===== src/rtl/dht11_reader.sv =====
// +------------------------------------------------------------------------+
// | dht11_reader: DHT-11 single-wire reader, checksum check, BCD output    |
// | Rev 1.0                                                                |
// +------------------------------------------------------------------------+
`default_nettype none

module dht11_reader #(
   parameter int CLK_FREQ_HZ   = 100_000_000,
   parameter int START_LOW_US  = 18000,
   parameter int BIT_THRESH_US = 40,
   parameter int TIMEOUT_US    = 200
) (
   input  logic        clk_in,
   input  logic        rst,
   input  logic        start,
   input  logic        dht_in,
   output logic        dht_oe,
   output logic        busy,
   output logic [31:0] data_out,
   output logic        data_valid,
   output logic        err
);

   localparam int c_tick_div = (CLK_FREQ_HZ / 1_000_000 < 1) ? 1 : CLK_FREQ_HZ / 1_000_000;
   localparam int c_tick_w   = (c_tick_div > 1) ? $clog2(c_tick_div) : 1;

   localparam logic [c_tick_w-1:0] c_tick_last  = c_tick_w'(c_tick_div - 1);
   localparam logic [15:0]         c_start_low  = 16'(START_LOW_US);
   localparam logic [15:0]         c_bit_thresh = 16'(BIT_THRESH_US);
   localparam logic [15:0]         c_timeout    = 16'(TIMEOUT_US);
   localparam logic [5:0]          c_last_bit   = 6'd39;

   localparam logic [3:0] c_st_idle      = 4'd0;
   localparam logic [3:0] c_st_start_low = 4'd1;
   localparam logic [3:0] c_st_rel       = 4'd2;
   localparam logic [3:0] c_st_resp_l    = 4'd3;
   localparam logic [3:0] c_st_resp_h    = 4'd4;
   localparam logic [3:0] c_st_bit_l     = 4'd5;
   localparam logic [3:0] c_st_bit_h     = 4'd6;
   localparam logic [3:0] c_st_check     = 4'd7;
   localparam logic [3:0] c_st_conv      = 4'd8;
   localparam logic [3:0] c_st_err       = 4'd9;

   logic                sync1_q, sync2_q;
   logic [3:0]          state_q, state_d;
   logic [c_tick_w-1:0] tick_cnt_q, tick_cnt_d;
   logic [15:0]         us_q, us_d;
   logic [5:0]          bit_cnt_q, bit_cnt_d;
   logic [39:0]         shift_q, shift_d;
   logic                seen_high_q, seen_high_d;
   logic [31:0]         data_q, data_d;
   logic                dht_oe_q, dht_oe_d;
   logic                busy_q, busy_d;
   logic                valid_q, valid_d;
   logic                err_q, err_d;

   logic                w_line;
   logic                w_tick;
   logic                w_state_chg;
   logic                w_timeout;
   logic                w_bit;
   logic [15:0]         w_us_next;
   logic [7:0]          w_sum;

   // Values above 99 cannot be shown on two digits, so they saturate at 99.
   function automatic logic [7:0] to_bcd(input logic [7:0] v);
      logic [3:0] tens;
      logic [7:0] rem;
      tens = 4'd0;
      rem  = v;
      if (v > 8'd99) begin
         return 8'h99;
      end
      for (int i = 0; i < 9; i++) begin
         if (rem >= 8'd10) begin
            rem  = rem - 8'd10;
            tens = tens + 4'd1;
         end
      end
      return {tens, 4'd0} | rem;
   endfunction

   assign w_line    = sync2_q;
   assign w_tick    = (tick_cnt_q == c_tick_last);
   assign w_us_next = (w_tick && (us_q != 16'hFFFF)) ? us_q + 16'd1 : us_q;
   assign w_timeout = (w_us_next >= c_timeout);
   assign w_bit     = (w_us_next > c_bit_thresh);
   assign w_sum     = shift_q[39:32] + shift_q[31:24] + shift_q[23:16] + shift_q[15:8];

   always_comb begin
      state_d     = state_q;
      bit_cnt_d   = bit_cnt_q;
      shift_d     = shift_q;
      data_d      = data_q;
      seen_high_d = seen_high_q;

      case (state_q)
         c_st_idle: begin
            if (start) state_d = c_st_start_low;
         end
         c_st_start_low: begin
            if (w_us_next >= c_start_low) state_d = c_st_rel;
         end
         c_st_rel: begin
            // The synchronizer still holds our own low pulse right after release,
            // so the sensor response only counts once the line was seen high.
            if (w_line) seen_high_d = 1'b1;
            if (seen_high_q && !w_line) state_d = c_st_resp_l;
            else if (w_timeout)         state_d = c_st_err;
         end
         c_st_resp_l: begin
            if (w_line)         state_d = c_st_resp_h;
            else if (w_timeout) state_d = c_st_err;
         end
         c_st_resp_h: begin
            if (!w_line) begin
               state_d   = c_st_bit_l;
               bit_cnt_d = 6'd0;
            end else if (w_timeout) begin
               state_d = c_st_err;
            end
         end
         c_st_bit_l: begin
            if (w_line)         state_d = c_st_bit_h;
            else if (w_timeout) state_d = c_st_err;
         end
         c_st_bit_h: begin
            if (!w_line) begin
               shift_d   = {shift_q[38:0], w_bit};
               bit_cnt_d = bit_cnt_q + 6'd1;
               state_d   = (bit_cnt_q == c_last_bit) ? c_st_check : c_st_bit_l;
            end else if (w_timeout) begin
               state_d = c_st_err;
            end
         end
         c_st_check: begin
            if (w_sum == shift_q[7:0]) begin
               state_d = c_st_conv;
               data_d  = {shift_q[31:24], to_bcd(shift_q[39:32]),
                          shift_q[15:8],  to_bcd(shift_q[23:16])};
            end else begin
               state_d = c_st_err;
            end
         end
         c_st_conv: state_d = c_st_idle;
         c_st_err:  state_d = c_st_idle;
         default:   state_d = c_st_idle;
      endcase

      w_state_chg = (state_d != state_q);
      if (w_state_chg) seen_high_d = 1'b0;

      tick_cnt_d = (w_state_chg || w_tick) ? '0 : tick_cnt_q + 1'b1;
      us_d       = w_state_chg ? 16'd0 : w_us_next;

      dht_oe_d = (state_d == c_st_start_low);
      busy_d   = (state_d != c_st_idle) && (state_d != c_st_conv) && (state_d != c_st_err);
      valid_d  = (state_d == c_st_conv);
      err_d    = (state_d == c_st_err);
   end

   always_ff @(posedge clk_in) begin
      if (rst) begin
         sync1_q     <= 1'b1;
         sync2_q     <= 1'b1;
         state_q     <= c_st_idle;
         tick_cnt_q  <= '0;
         us_q        <= 16'd0;
         bit_cnt_q   <= 6'd0;
         shift_q     <= 40'd0;
         seen_high_q <= 1'b0;
         data_q      <= 32'd0;
         dht_oe_q    <= 1'b0;
         busy_q      <= 1'b0;
         valid_q     <= 1'b0;
         err_q       <= 1'b0;
      end else begin
         sync1_q     <= dht_in;
         sync2_q     <= sync1_q;
         state_q     <= state_d;
         tick_cnt_q  <= tick_cnt_d;
         us_q        <= us_d;
         bit_cnt_q   <= bit_cnt_d;
         shift_q     <= shift_d;
         seen_high_q <= seen_high_d;
         data_q      <= data_d;
         dht_oe_q    <= dht_oe_d;
         busy_q      <= busy_d;
         valid_q     <= valid_d;
         err_q       <= err_d;
      end
   end

   assign dht_oe     = dht_oe_q;
   assign busy       = busy_q;
   assign data_out   = data_q;
   assign data_valid = valid_q;
   assign err        = err_q;

endmodule

`default_nettype wire


===== config.mk =====
export PLATFORM = sky130hd
export DESIGN_NAME = dht11_reader
export DESIGN_NICKNAME = d
export VERILOG_FILES = /design/src/rtl/dht11_reader.sv
export SDC_FILE = /design/constraint.sdc
export NUM_CORES = 1
export LEC_CHECK = 0
export ABC_AREA = 1
export CORE_ASPECT_RATIO = 0.75
export CORE_MARGIN = 4
export CORE_UTILIZATION = 40
export DETAILED_ROUTE_END_ITERATION = 16
export PLACE_DENSITY_LB_ADDON = 0.15
export SYNTH_ARGS = -nofsm -noshare
export SYNTH_HDL_FRONTEND = slang
export SYNTH_SLANG_ARGS = --single-unit

===== constraint.sdc =====
create_clock -name clk_in -period 14.6 [get_ports clk_in]
set_input_delay 2.92 -clock clk_in [delete_from_list [all_inputs] [get_ports clk_in]]
set_output_delay 2.92 -clock clk_in [all_outputs]
set_load 0.02 [all_outputs]

==> key figures, run 1 <==
Status
  – Status: finished, final reports clean

Clocking
  – Cts repair resizes: 0
  – Clk slew on worst S/H paths: around 0.070 ns
  – H-tree depth: 3
  – CTS tree: done
  – CTS max path bufs: 2
  – Post-CTS Setup Inserts: 0
  – Hold buffers post-CTS: 0
  – Root buf cell: clkbuf_16
  – TritonCTS Sinks: roughly 110
  – Worst-skew pair later-pin latency: around 0.35 ns
  – CTS Buf Count: 9

Layout
  – Fraction of layout cells with a size suffix above 1: 0.128
  – N_diodes: 0
  – Fill cell count: 2,627
  – Area Overhead vs Synth: 10.0%
  – Non-filler cells, final: 1,951
  – Layout Nets: approximately 1,700

Timing
  – Setup Skew: around 0.0090 ns
  – Fin. Hold Viols: 0
  – Worst-margin pin slew: approximately 0.96 ns
  – Worst slew margin: 0.362
  – Post-route setup TNS: 0 ns
  – FMAX: between 100 and 150 MHz
  – Minimum clock period: around 7.1 ns
  – Setup-failing EPs final: 0
  – Final Cycle Share: 0.488
  – RSZ-0062 raised after global routing: no
  – Max Transition Viols Final: 0

Place
  – Final Wtd Congestion: 0.875
  – Placed cells: 1,935
  – Dpl hpwl: between 15 and 20 mm
  – I/O Buffers: 39

Logic synthesis
  – Cells after synthesis: 1,580
  – Syn_nets: about 1,600
  – EDFF count, synth: 0
  – Avg Synthesized Cell Area: about 6.4 sq um
  – Synth top area cells: dfxtp_1 22%, nand2_1 16%, inv_1 7.0%
  – Primary FF master, synth: dfxtp_1
  – Post-synth design cell area: between 10,000 and 15,000 sq um
  – Share of the synthesized area in the top cell type: 0.221
  – Commonest cells in the netlist: 424 x nand2_1, 190 x inv_1, 134 x nand3_1, 131 x nor2_1, 112 x dfxtp_1
  – Syn. warnings: 0
  – Seq cells post-synth: about 110
  – Sequential share of the synthesized area: 0.221
  – Leading area contributor after synthesis: dfxtp_1
  – Synth unique cells: 58
  – Top-count cell post-synth: nand2_1
  – Asr flop ratio synth: 0

Critical path
  – CP startpoint kind: flip-flop
  – Worst Path Arrival: between 7 and 8 ns
  – Critical Path Max Stage Delay: 0.55 ns
  – Most Frequent Cell on Critical Path: nand2_1
  – Worst Setup SP: shift_q[34]$_SDFFE_PP0P_
  – Worst flop-to-flop path startpoint: shift_q[34]$_SDFFE_PP0P_
  – Critical path type: flip-flop to flip-flop
  – Worst EP required: between 10 and 15 ns
  – R2R Setup Slk: around 7.5 ns
  – Critical Path Fanout Max: 13
  – Critical Path Sink Type: flip-flop
  – Slowest CP cell: dfxtp_1

Power
  – Leakage: 5.88 nW
  – Cell Pwr Density: between 50 and 60 nW/um^2
  – Worst VDD drop: about 0.058 mV
  – Power consumption: 0.000577 W

Drt
  – WL/cell: between 10 and 15 um
  – Detailed Route Iter0 Violations: around 580
  – Routed wire length: between 20 and 25 mm
  – Post-route ant nets: 0
  – Via Count: roughly 9,600
  – 1st-pass router iterations: 5
  – Via density: 4.90
  – DRC: 0

GRT
  – Largest net degree at the start of global routing: 56
  – First-pass GRT wire length: between 40 and 50 mm
  – Initial antenna violation count: 0
  – Total GRT Usage: 0.172
  – Vias in the first global route: 8,489
  – GR Overflow Total: 0

Floorplan
  – Die Area: between 20,000 and 30,000 sq um
  – Die X: about 190 um
  – Die extent in y: between 100 and 150 um
  – Starting Density: 0.407
  – I/O Pins: 40
  – FP Rows: 50
  – Core Region: ~25,000 sq um

Run
  – Max-cap violations: 0

Hold path
  – Hold Path Origin: sync1_q$_SDFF_PP1_
  – Hold Crit Class: flip-flop to flip-flop
[metal layers]
layer	share of wire	wire (um)	GRT usage
met5	0	0	0
met4	0.0057	136	0.0228
met3	0.029	683	0.0186
met2	0.41	9710	0.248
met1	0.56	13400	0.278
[cell type report]
class,count,area [sq um],area share
Timing Repair Buffer,45,435,0.0390
Tap cell,338,423,0.0378
Inverter,230,865,0.0774
Sequential cell,112,2240,0.201
Clock buffer,10,229,0.0205
Clock inverter,6,72.6,0.00649
Multi-Input combinational cell,1210,6910,0.618
[cell usage in the layout (no fill, tap or decap), types with 7 or more instances in the layout]
| master | count |
|---|---|
| a21oi_1 | 81 |
| clkbuf_16 | 9 |
| clkdlybuf4s50_1 | 39 |
| dfxtp_1 | 112 |
| fa_1 | 14 |
| ha_1 | 38 |
| inv_1 | 190 |
| inv_2 | 35 |
| nand2_1 | 424 |
| nand2_2 | 44 |
| nand2_4 | 24 |
| nand3_1 | 134 |
| nand3_2 | 17 |
| nand3_4 | 7 |
| nand4_1 | 26 |
| nor2_1 | 131 |
| nor2_2 | 17 |
| nor2_4 | 15 |
| nor3_1 | 18 |
| o21ai_0 | 68 |
| o21ai_1 | 14 |
| xnor2_1 | 21 |
| xor2_1 | 47 |
[through the flow]
| step | hold slack, ns | utilization | area, sq um | worst slack, ns |
|---|---|---|---|---|
| final | 0.421 | 0.448 | 11200 | 7.47 |
| after global routing | 0.462 | 0.448 | 11200 | 6.73 |
| after CTS | 0.425 | 0.448 | 11200 | 7.48 |
| after detailed placement | 0.406 | 0.436 | 10900 | 7.54 |
| after global placement | 0.405 | 0.436 | 10900 | 7.51 |
| after floorplan | 0.389 | - | 10200 | 8.45 |
[sequential cells by signal, indices dropped and copies added (netlist names)]
name / count
data_out: 32
sync1_q: 1
data_valid: 1
bit_cnt_q: 6
sync2_q: 1
state_q: 4
seen_high_q: 1
tick_cnt_q: 7
err: 1
us_q: 16
dht_oe: 1
shift_q: 40
busy: 1
[final timing paths]
check,endpoint,cells past startpoint
worst max-delay path,data_out[21]$_SDFFE_PP0P_,54
worst min-delay path,sync2_q$_SDFF_PP1_,1
worst max register to register,data_out[21]$_SDFFE_PP0P_,54
worst min register to register,sync2_q$_SDFF_PP1_,1
[cells by family (layout without fill, tap and decap cells)]
group,after synthesis,after routing,share of synthesized area
muxes,2,2,0.00222
AOI/OAI and AO/OA,208,208,0.119
xor gates and xnor gates,69,69,0.0602
and+or+nand+nor,879,879,0.424
DFF,112,112,0.221
adders and majority gates,52,52,0.0744
buffers and inverters,258,291,0.0991
[worst max-delay path: cells and delay by family (launching register included)]
family,cells,cell delay (ns)
XOR/XNOR,1,0.31
flip-flops,1,0.55
AO/OA/AOI/OAI,2,0.12
adder cells (fa/ha/maj),4,0.67
AND/OR/NAND/NOR,40,4.69
buffers and inverters,7,0.66
[power by group]
part	switching, W	leakage [nW]	internal (W)
sequential	0.00000126	0.903	0.000307
combinational	0.0000104	4.83	0.00000495
clock	0.000117	0.150	0.000136
total	0.000129	5.88	0.000448
(Power assumes the default switching activity.)
==> run 2: changes to the inputs <==
- clock period: 14.6 -> 6.4 ns (I/O delays scaled with it)
==> run 2 against run 1 <==
  * Die area unchanged
  * Final cell count grew 5.4%
  * Maximum frequency up 18%
  * Sequential cell count stayed put
  * Sequential power up 130%
  * Utilization rose by 6.7 points
  * Hold slack better by 0.0083 ns
  * Final area rose by 15%
  * Clock power increased by 120%
  * Setup slack worse by 7.1 ns
  * Register-to-register slack got worse by 7.1 ns
  * Wire length increased by 9.8%
  * Critical endpoint is now data_out[6]$_SDFFE_PP0P_
  * Largest cell class unchanged
==> key figures, run 2 (same netlist as run 1, synthesis figures left out) <==
Critical path
  – R2R Setup Slk: 0.33 ns (-7.14 ns)
  – CP startpoint kind: flip-flop
  – Worst EP required: 6.63 ns (-8.20 ns)
  – Critical Path Max Stage Delay: 0.35 ns (-0.20 ns)
  – R2R depth: 50 (-7.4%)
  – Most Frequent Cell on Critical Path: nand2_4
  – Critical Path Sink Type: flip-flop
  – Worst R2R End: data_out[6]$_SDFFE_PP0P_
  – Critical Path Fanout Max: 12 (-1)
  – Worst flop-to-flop path startpoint: shift_q[18]$_SDFFE_PP0P_
  – Worst Path Arrival: 6.30 ns (-1.05 ns)
  – Critical path type: flip-flop to flip-flop
  – Slowest CP cell: dfxtp_2

Clocking
  – CTS Buf Count: 9 (unchanged)
  – CTS tree: done
  – Clk slew on worst S/H paths: 0.08 ns (about the same)
  – Root buf cell: clkbuf_16
  – Worst-skew pair later-pin latency: 0.36 ns (about the same)
  – TritonCTS Sinks: 112 (unchanged)
  – H-tree depth: 3 (unchanged)
  – CTS max path bufs: 2 (unchanged)

Drt
  – Detailed Route Iter0 Violations: 617 (+7.1%)
  – 1st-pass router iterations: 5 (unchanged)
  – Post-route ant nets: 0 (unchanged)
  – Via density: 4.90 (about the same)
  – DRC: 0 (unchanged)
  – Routed wire length: 26.3 mm (+9.8%)
  – Via Count: 10,100 (+5.5%)
  – WL/cell: 12.8 um (+4.2%)

Layout
  – Largest Register: shift_q
  – Commonest non-fill, non-tap cell in the layout: nand2_1
  – Number of flip-flops in the largest register: 40 (unchanged)
  – Fraction of layout cells with a size suffix above 1: 0.257 (+0.129)
  – Final core occ: 0.515 (+0.0674)
  – Most frequent cells in the layout: 370 x nand2_1, 177 x inv_1, 122 x nor2_1, 120 x nand3_1
  – Area Overhead vs Synth: 26.6%
  – Design area: 12,900 sq um (+15%)
  – Layout Nets: 1,770 (+6.4%)
  – N_diodes: 0 (unchanged)

Timing
  – Setup-failing EPs final: 0 (unchanged)
  – Setup Skew: 0.00756 ns (-0.00141 ns)
  – Worst-margin pin slew: 0.988 ns (+0.0316 ns)
  – Fin. Hold Viols: 0 (unchanged)
  – Post-route setup TNS: 0 ns (unchanged)
  – Worst slew margin: 0.341 (-0.0211)
  – RSZ-0062 raised after global routing: yes
  – FMAX: 165 MHz (+18%)
  – Minimum clock period: 6.07 ns (-1.06 ns)
  – Worst hold slack: 0.430 ns (+0.00830 ns)
  – Final Cycle Share: 0.948 (+0.459)
  – Max Transition Viols Final: 0 (unchanged)

GRT
  – First-pass GRT wire length: 41.9 mm (+1.4%)
  – Largest net degree at the start of global routing: 56 (unchanged)
  – Vias in the first global route: 8,611 (+1.4%)
  – GR Overflow Total: 0 (unchanged)
  – Total GRT Usage: 0.175 (+0.00343)
  – Initial antenna violation count: 0 (unchanged)

Run
  – Max-cap violations: 0 (unchanged)

Floorplan
  – Die Area: 28,000 sq um (unchanged)
  – Core Region: 25,000 sq um (unchanged)
  – Die X: 192 um (unchanged)
  – Die extent in y: 146 um (unchanged)
  – I/O Pins: 40 (unchanged)
  – Starting Density: 0.407 (unchanged)
  – FP Rows: 50 (unchanged)

Hold path
  – Worst Hold Depth: 1 (unchanged)
  – Hold endpoint: sync2_q$_SDFF_PP1_
  – Hold Path Origin: sync1_q$_SDFF_PP1_
  – Hold Crit Class: flip-flop to flip-flop

Power
  – Cell Pwr Density: 102 nW/um^2 (+97%)
  – Leakage: 6.49 nW (+10%)
  – Worst VDD drop: 0.128 mV (+120%)
  – Power consumption: 0.00131 W (+130%)

Place
  – Final Wtd Congestion: 0.886 (+1.3%)
  – Dpl hpwl: 19.4 mm (+1.6%)
  – I/O Buffers: 39 (unchanged)
  – Placement Cell Area: 11,200 sq um (+3.2%)

Status
  – Status: finished, final reports clean
## run 2: layer usage
layer,GRT usage,vias up,routed length (um)
li1,-,5340,-
met1,0.278,4582,13800
met2,0.253,149,11400
met3,0.0277,15,975
met4,0.0246,0,178
met5,0,-,0
## run 2: layout make-up
| class | count | area [sq um] |
|---|---|---|
| fill | 2420 | 12100 |
| multi-input combinational | 1212 | 7770 |
| clock inverter | 6 | 58.8 |
| inverter | 230 | 877 |
| clock buffer | 10 | 239 |
| tap | 338 | 423 |
| sequential | 112 | 2250 |
| timing repair buffer | 149 | 1230 |
## run 2: timing repair
| action | 4_1_cts | 5_1_grt |
|---|---|---|
| endpoints found under the setup margin | 8 | 14 |
| pin swaps | 5 | 97 |
| setup buffers | 4 | 54 |
| cloned | 0 | 2 |
| resized for setup | 10 | 211 |
| hold buffers | 0 | 0 |
## run 2: worst max-delay path, delay by kind of cell, from the launching register on
kind / cells / cell delay, ns
adder cells (fa/ha/maj): 3 / 0.50
AO/OA/AOI/OAI: 5 / 0.74
XOR/XNOR: 1 / 0.15
flip-flops: 1 / 0.35
AND/OR/NAND/NOR: 34 / 3.61
buffers and inverters: 7 / 0.56
## run 2: worst max-delay path by stage
stage                                  start                   endpoint  slack [ns]  cells past startpoint
floorplan           shift_q[34]$_SDFFE_PP0P_  data_out[22]$_SDFFE_PP0P_        0.25                     46
global placement    shift_q[18]$_SDFFE_PP0P_   data_out[7]$_SDFFE_PP0P_       -0.15                     45
detailed placement  shift_q[18]$_SDFFE_PP0P_   data_out[7]$_SDFFE_PP0P_       -0.28                     45
CTS                 shift_q[18]$_SDFFE_PP0P_   data_out[7]$_SDFFE_PP0P_       0.003                     45
global route        shift_q[17]$_SDFFE_PP0P_   data_out[5]$_SDFFE_PP0P_       -0.09                     52
finish              shift_q[18]$_SDFFE_PP0P_   data_out[6]$_SDFFE_PP0P_        0.33                     50
## run 2: through the flow
stage / instances / setup slack (ns)
2_1_floorplan: 1580 / 0.249
3_3_place_gp: 1981 / -0.152
3_5_place_dp: 1981 / -0.278
4_1_cts: 2001 / 0.00262
5_1_grt: 2057 / -0.0936
6_report: 2057 / 0.335
## run 2: report_power, final
group | internal [W] | switching (W)
Clock | 0.000286 | 0.000284
Sequential | 0.000699 | 0.00000295
Combinational | 0.0000112 | 0.0000238
==> run 3: changes to the inputs <==
- CTS_BUF_LIST: unset -> sky130_fd_sc_hd__clkbuf_8
- PLACE_DENSITY_LB_ADDON: 0.15 -> unset
- SKIP_CTS_REPAIR_TIMING: unset -> 1
==> run 3 against run 2 <==
  * Clock-buffer cell count unchanged
  * Global-route usage is 0.73 points lower
  * Hold slack got worse by 0.0052 ns
  * Wire length decreased by 0.47%
  * Sequential share of layout area is essentially flat
  * Largest cell class unchanged
  * Largest power group unchanged
  * Highest routed layer unchanged
==> key figures, run 3 (same netlist as run 1, synthesis figures left out) <==
Timing
  – Worst slew margin: 0.356 (+0.0152)
  – Worst setup margin: 0.297 ns (-0.0373 ns)
  – FMAX: 164 MHz (-0.61%)
  – Max Transition Viols Final: 0 (unchanged)
  – RSZ-0062 raised after global routing: yes
  – Worst-margin pin slew: 0.965 ns (-0.0227 ns)
  – Setup Skew: 0.0130 ns (+0.00544 ns)
  – Setup-failing EPs final: 0 (unchanged)
  – Fin. Hold Viols: 0 (unchanged)
  – Final Cycle Share: 0.954 (+0.00583)
  – Minimum clock period: 6.10 ns (+0.0373 ns)

Critical path
  – Critical Path Max Stage Delay: 0.39 ns (+0.04 ns)
  – Crit path buffers/inverters: 8 (+1)
  – CP startpoint kind: flip-flop
  – Slowest CP cell: dfxtp_4
  – Worst EP required: 6.71 ns (+0.08 ns)
  – Most Frequent Cell on Critical Path: nand2_2
  – Critical path type: flip-flop to flip-flop
  – Critical Path Fanout Max: 8 (-4)
  – Crit path max-delay family: simple AND/OR/NAND/NOR gates
  – Worst Path Arrival: 6.42 ns (+0.12 ns)
  – Critical Path Sink Type: flip-flop

Clocking
  – CTS Buf Count: 9 (unchanged)
  – CTS tree: done
  – Clk slew on worst S/H paths: 0.11 ns (+0.03 ns)
  – TritonCTS Sinks: 112 (unchanged)
  – Root buf cell: clkbuf_8
  – CTS max path bufs: 2 (unchanged)
  – H-tree depth: 3 (unchanged)
  – Worst-skew pair later-pin latency: 0.38 ns (+0.02 ns)

GRT
  – Largest net degree at the start of global routing: 56 (unchanged)
  – First-pass GRT wire length: 40.6 mm (-3.1%)
  – Total GRT Usage: 0.168 (-0.00725)
  – GR Overflow Total: 0 (unchanged)
  – Vias in the first global route: 8,704 (+1.1%)
  – Initial antenna violation count: 0 (unchanged)

Floorplan
  – Die extent in y: 146 um (unchanged)
  – Starting Density: 0.407 (unchanged)
  – Die X: 192 um (unchanged)
  – I/O Pins: 40 (unchanged)
  – Die Area: 28,000 sq um (unchanged)
  – Core Region: 25,000 sq um (unchanged)
  – FP Rows: 50 (unchanged)

Layout
  – Most frequent cells in the layout: 365 x nand2_1, 181 x inv_1, 124 x nor2_1, 115 x nand3_1, 112 x buf_4
  – Area Overhead vs Synth: 27.2%
  – Largest Register: shift_q
  – Fraction of layout cells with a size suffix above 1: 0.264 (+0.00762)
  – Final core occ: 0.518 (+0.00266)
  – N_diodes: 0 (unchanged)
  – Non-filler cells, final: 2,068 (+0.53%)
  – Layout Nets: 1,782 (+0.68%)
  – Number of flip-flops in the largest register: 40 (unchanged)
  – Commonest non-fill, non-tap cell in the layout: nand2_1
  – Design area: 12,900 sq um (+0.52%)

Power
  – Power consumption: 0.00115 W (-12%)
  – Leakage: 6.53 nW (+0.67%)
  – Switch share: 0.223 (-0.0152)
  – Sequential Power Share: 0.608 (+0.071)
  – Pint: 0.000896 W (-10%)
  – Worst VDD drop: 0.0816 mV (-36%)
  – Cell Pwr Density: 89.2 nW/um^2 (-12%)
  – Clock Power Share: 0.362 (-0.074)
  – Sw power: 0.000257 W (-17%)
  – Power share of the combinational group: 0.030 (+0.003)

Place
  – Placement Cell Area: 11,200 sq um (-0.47%)
  – DP Worst Slack: -0.0931 ns (+0.185 ns)
  – Dpl hpwl: 19.0 mm (-2.2%)
  – Placed cells: 1,974 (-0.35%)
  – I/O Buffers: 39 (unchanged)
  – Final Wtd Congestion: 0.841 (-5.0%)

Drt
  – Via density: 4.97 (+1.4%)
  – DRC: 0 (unchanged)
  – 1st-pass router iterations: 5 (unchanged)
  – Routed wire length: 26.2 mm (-0.47%)
  – WL/cell: 12.7 um (-1.0%)
  – Post-route ant nets: 0 (unchanged)
  – Via Count: 10,300 (+2.0%)
  – Detailed Route Iter0 Violations: 589 (-4.5%)

Run
  – Max-cap violations: 0 (unchanged)

Status
  – Status: finished, final reports clean

Hold path
  – Hold Crit Class: flip-flop to flip-flop
## run 3: worst paths after layout
| check | slack, ns | from | depth (start not counted) | endpoint |
|---|---|---|---|---|
| worst min-delay path | 0.42 | sync1_q$_SDFF_PP1_ | 1 | sync2_q$_SDFF_PP1_ |
| worst min register to register | 0.42 | sync1_q$_SDFF_PP1_ | 1 | sync2_q$_SDFF_PP1_ |
| worst max-delay path | 0.30 | shift_q[17]$_SDFFE_PP0P_ | 52 | data_out[5]$_SDFFE_PP0P_ |
| worst max register to register | 0.30 | shift_q[17]$_SDFFE_PP0P_ | 52 | data_out[5]$_SDFFE_PP0P_ |
## run 3: power by group through the flow
| stage | clock network [W] | registers (W) | logic [W] |
|---|---|---|---|
| floorplan | 0 | 0.000720 | 0.0000218 |
| global placement | 0 | 0.000719 | 0.0000347 |
| detailed placement | 0 | 0.000719 | 0.0000346 |
| CTS | 0.000435 | 0.000703 | 0.0000347 |
| global route | 0.000462 | 0.000702 | 0.0000387 |
| finish | 0.000417 | 0.000701 | 0.0000345 |
## run 3: layer usage
metal / share of wire / global-route usage
met5: 0 / 0
met4: 0.0069 / 0.0260
met3: 0.036 / 0.0225
met2: 0.44 / 0.254
met1: 0.52 / 0.258
## run 3: area by class of cell
| type | instances | area, sq um |
|---|---|---|
| well taps | 338 | 423 |
| clock buffers | 10 | 138 |
| flip-flops and latches | 112 | 2260 |
| repair buffers | 160 | 1360 |
| clock inverters | 5 | 50.0 |
| fillers | 2401 | 12000 |
| inverters | 230 | 886 |
| multi-input cells | 1213 | 7810 |
## run 3: per-stage QoR
step	hold WS [ns]	TNS [ns]
finish	0.424	0
global route	0.452	-1.78
CTS	0.434	-0.718
detailed placement	0.411	-0.269
global placement	0.410	0
floorplan	0.389	0
